--- src/rtl/fetch_stall_ctrl.sv ---
// Fetch-side stall consumer: owns the PC and the IF/ID register, applies holds, redirects and bubbles.
// Latency: PC and IF/ID update on the edge and are visible the next cycle; fetch->Instruction_ID is 1 cycle.
// Backpressure: PCSTOP holds the PC, IDIF=0 holds IF/ID; a redirect under PCSTOP is dropped and must be re-presented.
module fetch_stall_ctrl #(
    parameter logic [31:0] RESET_PC    = 32'h0000_0000,
    parameter logic [31:0] NOP_INSTR   = 32'h0000_0000,
    parameter int unsigned CNT_W       = 16,
    parameter int unsigned STALL_LIMIT = 8
) (
    input  logic             Clk,
    input  logic             Reset,
    input  logic             PCSTOP,
    input  logic             IDIF,
    input  logic             ControlMux,
    input  logic             BranchTaken,
    input  logic [31:0]      BranchTarget,
    input  logic [31:0]      Instruction_IF,
    output logic [31:0]      PC,
    output logic [31:0]      Instruction_ID,
    output logic [31:0]      PCPlus4_ID,
    output logic             Valid_ID,
    output logic [CNT_W-1:0] StallCount,
    output logic [CNT_W-1:0] FlushCount,
    output logic             StallTimeout
);

    // Run-length counter only needs to reach STALL_LIMIT, where it saturates.
    localparam int unsigned RC_W = $clog2(STALL_LIMIT + 1);
    localparam logic [RC_W-1:0] LIMIT = RC_W'(STALL_LIMIT);

    typedef enum logic [1:0] {
        ST_RUN     = 2'd0,
        ST_STALLED = 2'd1,
        ST_HUNG    = 2'd2
    } state_t;

    state_t            state_q, state_d;
    logic [RC_W-1:0]   run_cnt_q, run_cnt_d;
    logic              timeout_q, timeout_d;
    logic [31:0]       pc_q, pc_d;
    logic [31:0]       instr_id_q, instr_id_d;
    logic [31:0]       pcp4_id_q, pcp4_id_d;
    logic              valid_id_q, valid_id_d;
    logic [CNT_W-1:0]  stall_cnt_q, stall_cnt_d;
    logic [CNT_W-1:0]  flush_cnt_q, flush_cnt_d;

    logic [31:0]       pc_plus4;
    logic              redirect;
    logic [RC_W-1:0]   run_inc;

    assign pc_plus4 = pc_q + 32'd4;
    // A redirect decided while PC is held is based on stale operands, so it is ignored.
    assign redirect = BranchTaken && !PCSTOP;
    assign run_inc  = run_cnt_q + RC_W'(1);

    // PC, IF/ID and event counters: flush beats IDIF, hold beats redirect.
    always_comb begin
        pc_d        = pc_q;
        instr_id_d  = instr_id_q;
        pcp4_id_d   = pcp4_id_q;
        valid_id_d  = valid_id_q;
        stall_cnt_d = stall_cnt_q;
        flush_cnt_d = flush_cnt_q;

        if (redirect) begin
            pc_d       = BranchTarget;
            instr_id_d = NOP_INSTR;
            pcp4_id_d  = 32'd0;
            valid_id_d = 1'b0;
            if (flush_cnt_q != {CNT_W{1'b1}}) begin
                flush_cnt_d = flush_cnt_q + CNT_W'(1);
            end
        end else begin
            if (!PCSTOP) begin
                pc_d = pc_plus4;
            end
            if (IDIF) begin
                instr_id_d = Instruction_IF;
                pcp4_id_d  = pc_plus4;
                valid_id_d = 1'b1;
            end
        end

        if (ControlMux && (stall_cnt_q != {CNT_W{1'b1}})) begin
            stall_cnt_d = stall_cnt_q + CNT_W'(1);
        end
    end

    // Stall watchdog: tracks consecutive ControlMux cycles and latches a sticky timeout.
    always_comb begin
        state_d   = state_q;
        run_cnt_d = run_cnt_q;
        timeout_d = timeout_q;

        unique case (state_q)
            ST_RUN: begin
                if (ControlMux) begin
                    run_cnt_d = RC_W'(1);
                    if (LIMIT <= RC_W'(1)) begin
                        state_d   = ST_HUNG;
                        timeout_d = 1'b1;
                    end else begin
                        state_d = ST_STALLED;
                    end
                end
            end
            ST_STALLED: begin
                if (ControlMux) begin
                    if (run_inc >= LIMIT) begin
                        run_cnt_d = LIMIT;
                        state_d   = ST_HUNG;
                        timeout_d = 1'b1;
                    end else begin
                        run_cnt_d = run_inc;
                    end
                end else begin
                    run_cnt_d = '0;
                    state_d   = ST_RUN;
                end
            end
            ST_HUNG: begin
                if (!ControlMux) begin
                    run_cnt_d = '0;
                    state_d   = ST_RUN;
                end
            end
            default: begin
                run_cnt_d = '0;
                state_d   = ST_RUN;
            end
        endcase
    end

    // State register; Reset discards any pending stall or redirect state.
    always_ff @(posedge Clk) begin
        if (Reset) begin
            state_q     <= ST_RUN;
            run_cnt_q   <= '0;
            timeout_q   <= 1'b0;
            pc_q        <= RESET_PC;
            instr_id_q  <= NOP_INSTR;
            pcp4_id_q   <= 32'd0;
            valid_id_q  <= 1'b0;
            stall_cnt_q <= '0;
            flush_cnt_q <= '0;
        end else begin
            state_q     <= state_d;
            run_cnt_q   <= run_cnt_d;
            timeout_q   <= timeout_d;
            pc_q        <= pc_d;
            instr_id_q  <= instr_id_d;
            pcp4_id_q   <= pcp4_id_d;
            valid_id_q  <= valid_id_d;
            stall_cnt_q <= stall_cnt_d;
            flush_cnt_q <= flush_cnt_d;
        end
    end

    assign PC             = pc_q;
    assign Instruction_ID = instr_id_q;
    assign PCPlus4_ID     = pcp4_id_q;
    assign Valid_ID       = valid_id_q;
    assign StallCount     = stall_cnt_q;
    assign FlushCount     = flush_cnt_q;
    assign StallTimeout   = timeout_q;

endmodule
--- config.mk ---
export PLATFORM = sky130hd
export DESIGN_NAME = fetch_stall_ctrl
export DESIGN_NICKNAME = d
export VERILOG_FILES = /design/src/rtl/fetch_stall_ctrl.sv
export SDC_FILE = /design/constraint.sdc
export NUM_CORES = 1
export LEC_CHECK = 0
export CAP_MARGIN = 5
export CORE_MARGIN = 1
export CORE_UTILIZATION = 47
export CTS_BUF_LIST = sky130_fd_sc_hd__clkbuf_16
export CTS_CLUSTER_DIAMETER = 80
export DETAILED_ROUTE_END_ITERATION = 12
export PLACE_DENSITY = 0.81
export SKIP_LAST_GASP = 1
export SLEW_MARGIN = 20
export SYNTH_ARGS = -nofsm -noshare
export SYNTH_HDL_FRONTEND = slang
export SYNTH_SLANG_ARGS = --single-unit
--- constraint.sdc ---
create_clock -name Clk -period 2.2 [get_ports Clk]
set_input_delay 0.33 -clock Clk [delete_from_list [all_inputs] [get_ports Clk]]
set_output_delay 0.33 -clock Clk [all_outputs]
set_load 0.01 [all_outputs]
# ---- After elaboration in Yosys (flattened, before gate mapping)
# Index checks and enable logic that the tools add are counted.
dict set report word_totals {
  ff_bits 136
  inputBits 70
  elab_cells 43
}
dict set report classes {
  addsub 4
  order_cmp 1
  eq_ne 8
  muxes 12
  n_reduce_logical 9
}
# op n
set op_table {}
lappend op_table {{two-way mux 32 bit} 2}
lappend op_table {{adder 16 x 1 -> 16 bit (second input constant)} 2}
lappend op_table {{adder 32 x 3 -> 32 bit (second input constant)} 1}
lappend op_table {{inequality test 16 bit (second input constant)} 2}
lappend op_table {{two-way mux 4 bit} 4}
lappend op_table {{case mux 4 bit (3 select lines)} 1}
lappend op_table {{two-way mux 2 bit} 4}
lappend op_table {{case mux 2 bit (3 select lines)} 1}
lappend op_table {{AND reduction 3 bit} 2}
lappend op_table {{adder 4 x 1 -> 4 bit (second input constant)} 1}
lappend op_table {{>= comparator 4 bit (second input constant)} 1}
lappend op_table {{inequality test 2 bit (second input constant)} 2}
lappend op_table {{AND reduction 2 bit} 2}
lappend op_table {{inequality test 3 bit (second input constant)} 1}
lappend op_table {{equality test 2 x 1 -> 1 bit (second input constant)} 1}
lappend op_table {{equality test 2 bit (second input constant)} 1}
lappend op_table {{logical AND 1 bit} 2}
lappend op_table {{logical NOT 2 bit} 1}
lappend op_table {{inequality test 2 x 1 -> 1 bit (second input constant)} 1}
lappend op_table {{OR reduction 2 bit} 1}
lappend op_table {{logical NOT 1 bit} 1}

# ---- Longest topological paths before layout
dict set report depth {
  word_depth 5
  depth_mapped 7
  mapped_depth_nobuf 6
}

# ---- Worst setup path before layout
# No wires, ideal clock.
dict set report synth_timing {
  path_type {reg2reg}
  start {reg pc_q[2], in the netlist PC[2]}
  end {reg pc_q[14], in the netlist PC[14]}
  arrival_time_ns 1.837
  t_required_ns 2.068
  slack_ns 0.231
  stages_incl_launch_ff 7
  period_less_slack_ns 1.969
  path_cell_list {dfxtp_1 > ha_1 > nand3_1 > or4_1 > and2_0 > o21ai_0 > a21oi_1}
}
dict set report synth_between {
  elab_chain_cells 3
}
# item line
set synth_lines {}
lappend synth_lines {{start: declaration} 40} ;# logic [31:0] pc_q, pc_d;
lappend synth_lines {{start signal: assignment} 150} ;# pc_q <= pc_d;
lappend synth_lines {{adder 32 x 3 -> 32 bit} 51} ;# assign pc_plus4 = pc_q + 32'd4;
lappend synth_lines {{two-way mux 32 bit} 74} ;# if (!PCSTOP) begin
lappend synth_lines {{two-way mux 32 bit} 65} ;# if (redirect) begin
# Every way passes these cells. The select of a mux whose other input is x is not followed.
# A chain may end at the register's enable or synchronous reset.

# ---- Final worst setup path
dict set report layout_timing {
  start {reg pc_q[3], in the netlist PC[3]}
  end {reg pc_q[18], in the netlist PC[18]}
}
# Same word-level chain as after synthesis.

==> flow_summary.toml <==
[die]
ios = 200
fp-row-count = 42
die_h_um = 118
core_mm2 = 0.0132
start_util = 0.481
die-area_mm2 = 0.0140
chipWidth_um = 118

[global_route]
grt_max_degree = 47
grt_pass1_wl_mm = 28.2
antenna_found_initial = 0
grt_pass1_vias = 5561
grt_use_total = 0.253
grt_overflow = 0

[clock_tree]
holdBufCountCts = 0
root_buffer = "clkbuf_16"
clk_latency_ns = 0.41
cts_setup_buffers = 0
htree_levels = 4
numCtsBuffers = 17
post_cts_resized = 0
cts_tree = "built"
clock_sinks = 136
cts.clk_slew.worst_paths_ns = 0.05
clockBufferDepth = 2

[timing]
worstMarginPinSlew_ns = 0.559
finalClockSkew_ns = 0.00533
period_share = 0.929
rsz0062_at_grt = "false"
fmax_mhz = 489
drv_slew = 0
hold_violations = 0
timing.final.crit_period_ns = 2.04
slew_headroom = 0.627
setup_tns_ns = 0
setup_violations = 0

[status]
outcome = "complete, no violations"

[placement]
io_buffers = 199
placed_cells = 1096
place_area_mm2 = 0.00861
gp_congestion = 0.855
place_hpwl_mm = 12.8

[flow_run]
drv_cap = 0

[power_and_ir_drop]
peakVddDrop_v = 0.000469
static-leakage-power_nw = 3.45
p_per_area_mw_per_mm2 = 663

[synth]
yosys_warnings = 0
ys_top_cells_by_count = "dfxtp_1, nor2_1, mux2i_1"
syn_area_per_cell_um2 = 8.61
synth-seq-area-share = 0.429
synth_cell_types = 54
mappedNetlistArea_mm2 = 0.00634
synth-seq-cells = 136
synth-main-ff-cell = "dfxtp_1"
syn_nets = 810
synthCells = 736
synth_top_cell_by_area = "dfxtp_1"
synth_top_area_share = 0.429
yosysMostFrequentCell = "dfxtp_1"
synthArstFlopShare = 0
synth_area_leaders = "dfxtp_1, nor2_1, mux2i_1, xor2_1, a21oi_1"
synth-edff-count = 0

[setup_path]
path_cells = "ha_1 > nand3_1 > nor4_4 > nand4_1 > or3_1 > a31oi_1"
critPathMaxFanout = 6
slowest_stage = "nor4_4"
startpoint_type = "register"
arrival_ns = 2.38
max_stage_delay_ns = 0.42
cp_top_family = "simple AND/OR/NAND/NOR gates"
end_kind = "register"
critPathBufInv = 0
critPathKind = "register to register"
cp_data_required_time_ns = 2.54

[layout]
stdcell_count = 1128
drive_gt1_frac = 0.0861
syn2layout_area_growth_pct = 44.4
fill_cells = 1078
fin_nets = 1013
ff_latch_area_mm2 = 0.00272
multi_input_area_mm2 = 0.00337
n_antenna_cell = 0
final_util = 0.694
design_area_mm2 = 0.00916

[routing]
drt_iter0_drc = 314
vias = 5994
ant_nets = 0
drt-pass1-iter-count = 7
wirelength_mm = 17.5
viasPerCell = 5.31
drc = 0
wl_per_cell_um = 15.5

[hold_path]
hold_path.class = "primary input to register"
-- worst paths after layout --
path                      from             end  slack, ns  depth (start not counted)
setup / recovery         PC[3]          PC[18]       0.16                          6
hold / removal            IDIF  PCPlus4_ID[13]       0.28                          2
setup reg to reg         PC[3]          PC[18]       0.16                          6
hold reg to reg   StallTimeout    StallTimeout       0.46                          2
-- cell families after synthesis --
logic type	share of synthesized area
xor+xnor	0.0718
buf+inv	0.0393
compound gates	0.139
flops	0.429
fa+ha+maj	0.00789
mux	0.0726
simple gates	0.240
-- layout by cell type, fill, tap and decap left out, drive strengths merged, types with 5 or more instances in the layout --
cell / n
inv: 16
nand3: 27
clkbuf: 17
or2: 11
a22oi: 19
nor2: 130
clkinv: 6
and2: 6
o21ai: 35
xnor2: 21
nor2b: 10
xor2: 31
clkdlybuf4s50: 196
dfxtp: 136
nand2: 26
nor4: 9
buf: 39
nand4: 20
mux2i: 46
and3: 11
or3: 6
nor3b: 5
a21oi: 43
a31oi: 9
a211oi: 18
nor3: 18
-- per-stage QoR --
step | hold slack (ns) | power, mW | worst slack, ns
global route | 0.288 | 6.32 | 0.0597
finish | 0.282 | 6.07 | 0.157
global placement | 0.444 | 3.47 | 0.196
floorplan | 0.462 | 3.05 | 0.231
CTS | 0.263 | 6.12 | 0.188
detailed placement | 0.448 | 3.48 | 0.121
-- routing by layer --
layer / global-route usage / vias up / part of all wire
met3: 0.0777 / 24 / 0.079
met4: 0.0978 / 0 / 0.017
li1: - / 3003 / -
met2: 0.406 / 214 / 0.46
met5: 0 / - / 0
met1: 0.318 / 2753 / 0.44
-- where the power goes --
part	leakage [nW]	switching [mW]	internal (mW)
clock network	0.286	1.01	1.63
logic	2.05	0.353	0.422
registers	1.11	0.0883	2.57
-- state kept, by name, indices dropped and copies added, names as in the netlist, 2 cells and up --
name	cells
FlushCount	16
Instruction_ID	32
PC	32
PCPlus4_ID	32
StallCount	16
run_cnt_q	4
state_q	2
-- cell type report --
cell class                 count  share of cell area
timing repair buffer         235               0.247
clock buffer                  17              0.0465
tap                          176              0.0240
clock inverter                15              0.0133
inverter                      10             0.00410
sequential                   136               0.297
multi-input combinational    539               0.368
-- worst reg2reg max path, cell delays in order (launching register included) --
cell     delay [ns]
dfxtp_1        0.41
ha_1           0.19
nand3_1        0.24
nor4_4         0.42
nand4_1        0.22
or3_1          0.35
a31oi_1        0.15
(Power assumes the default switching activity.)
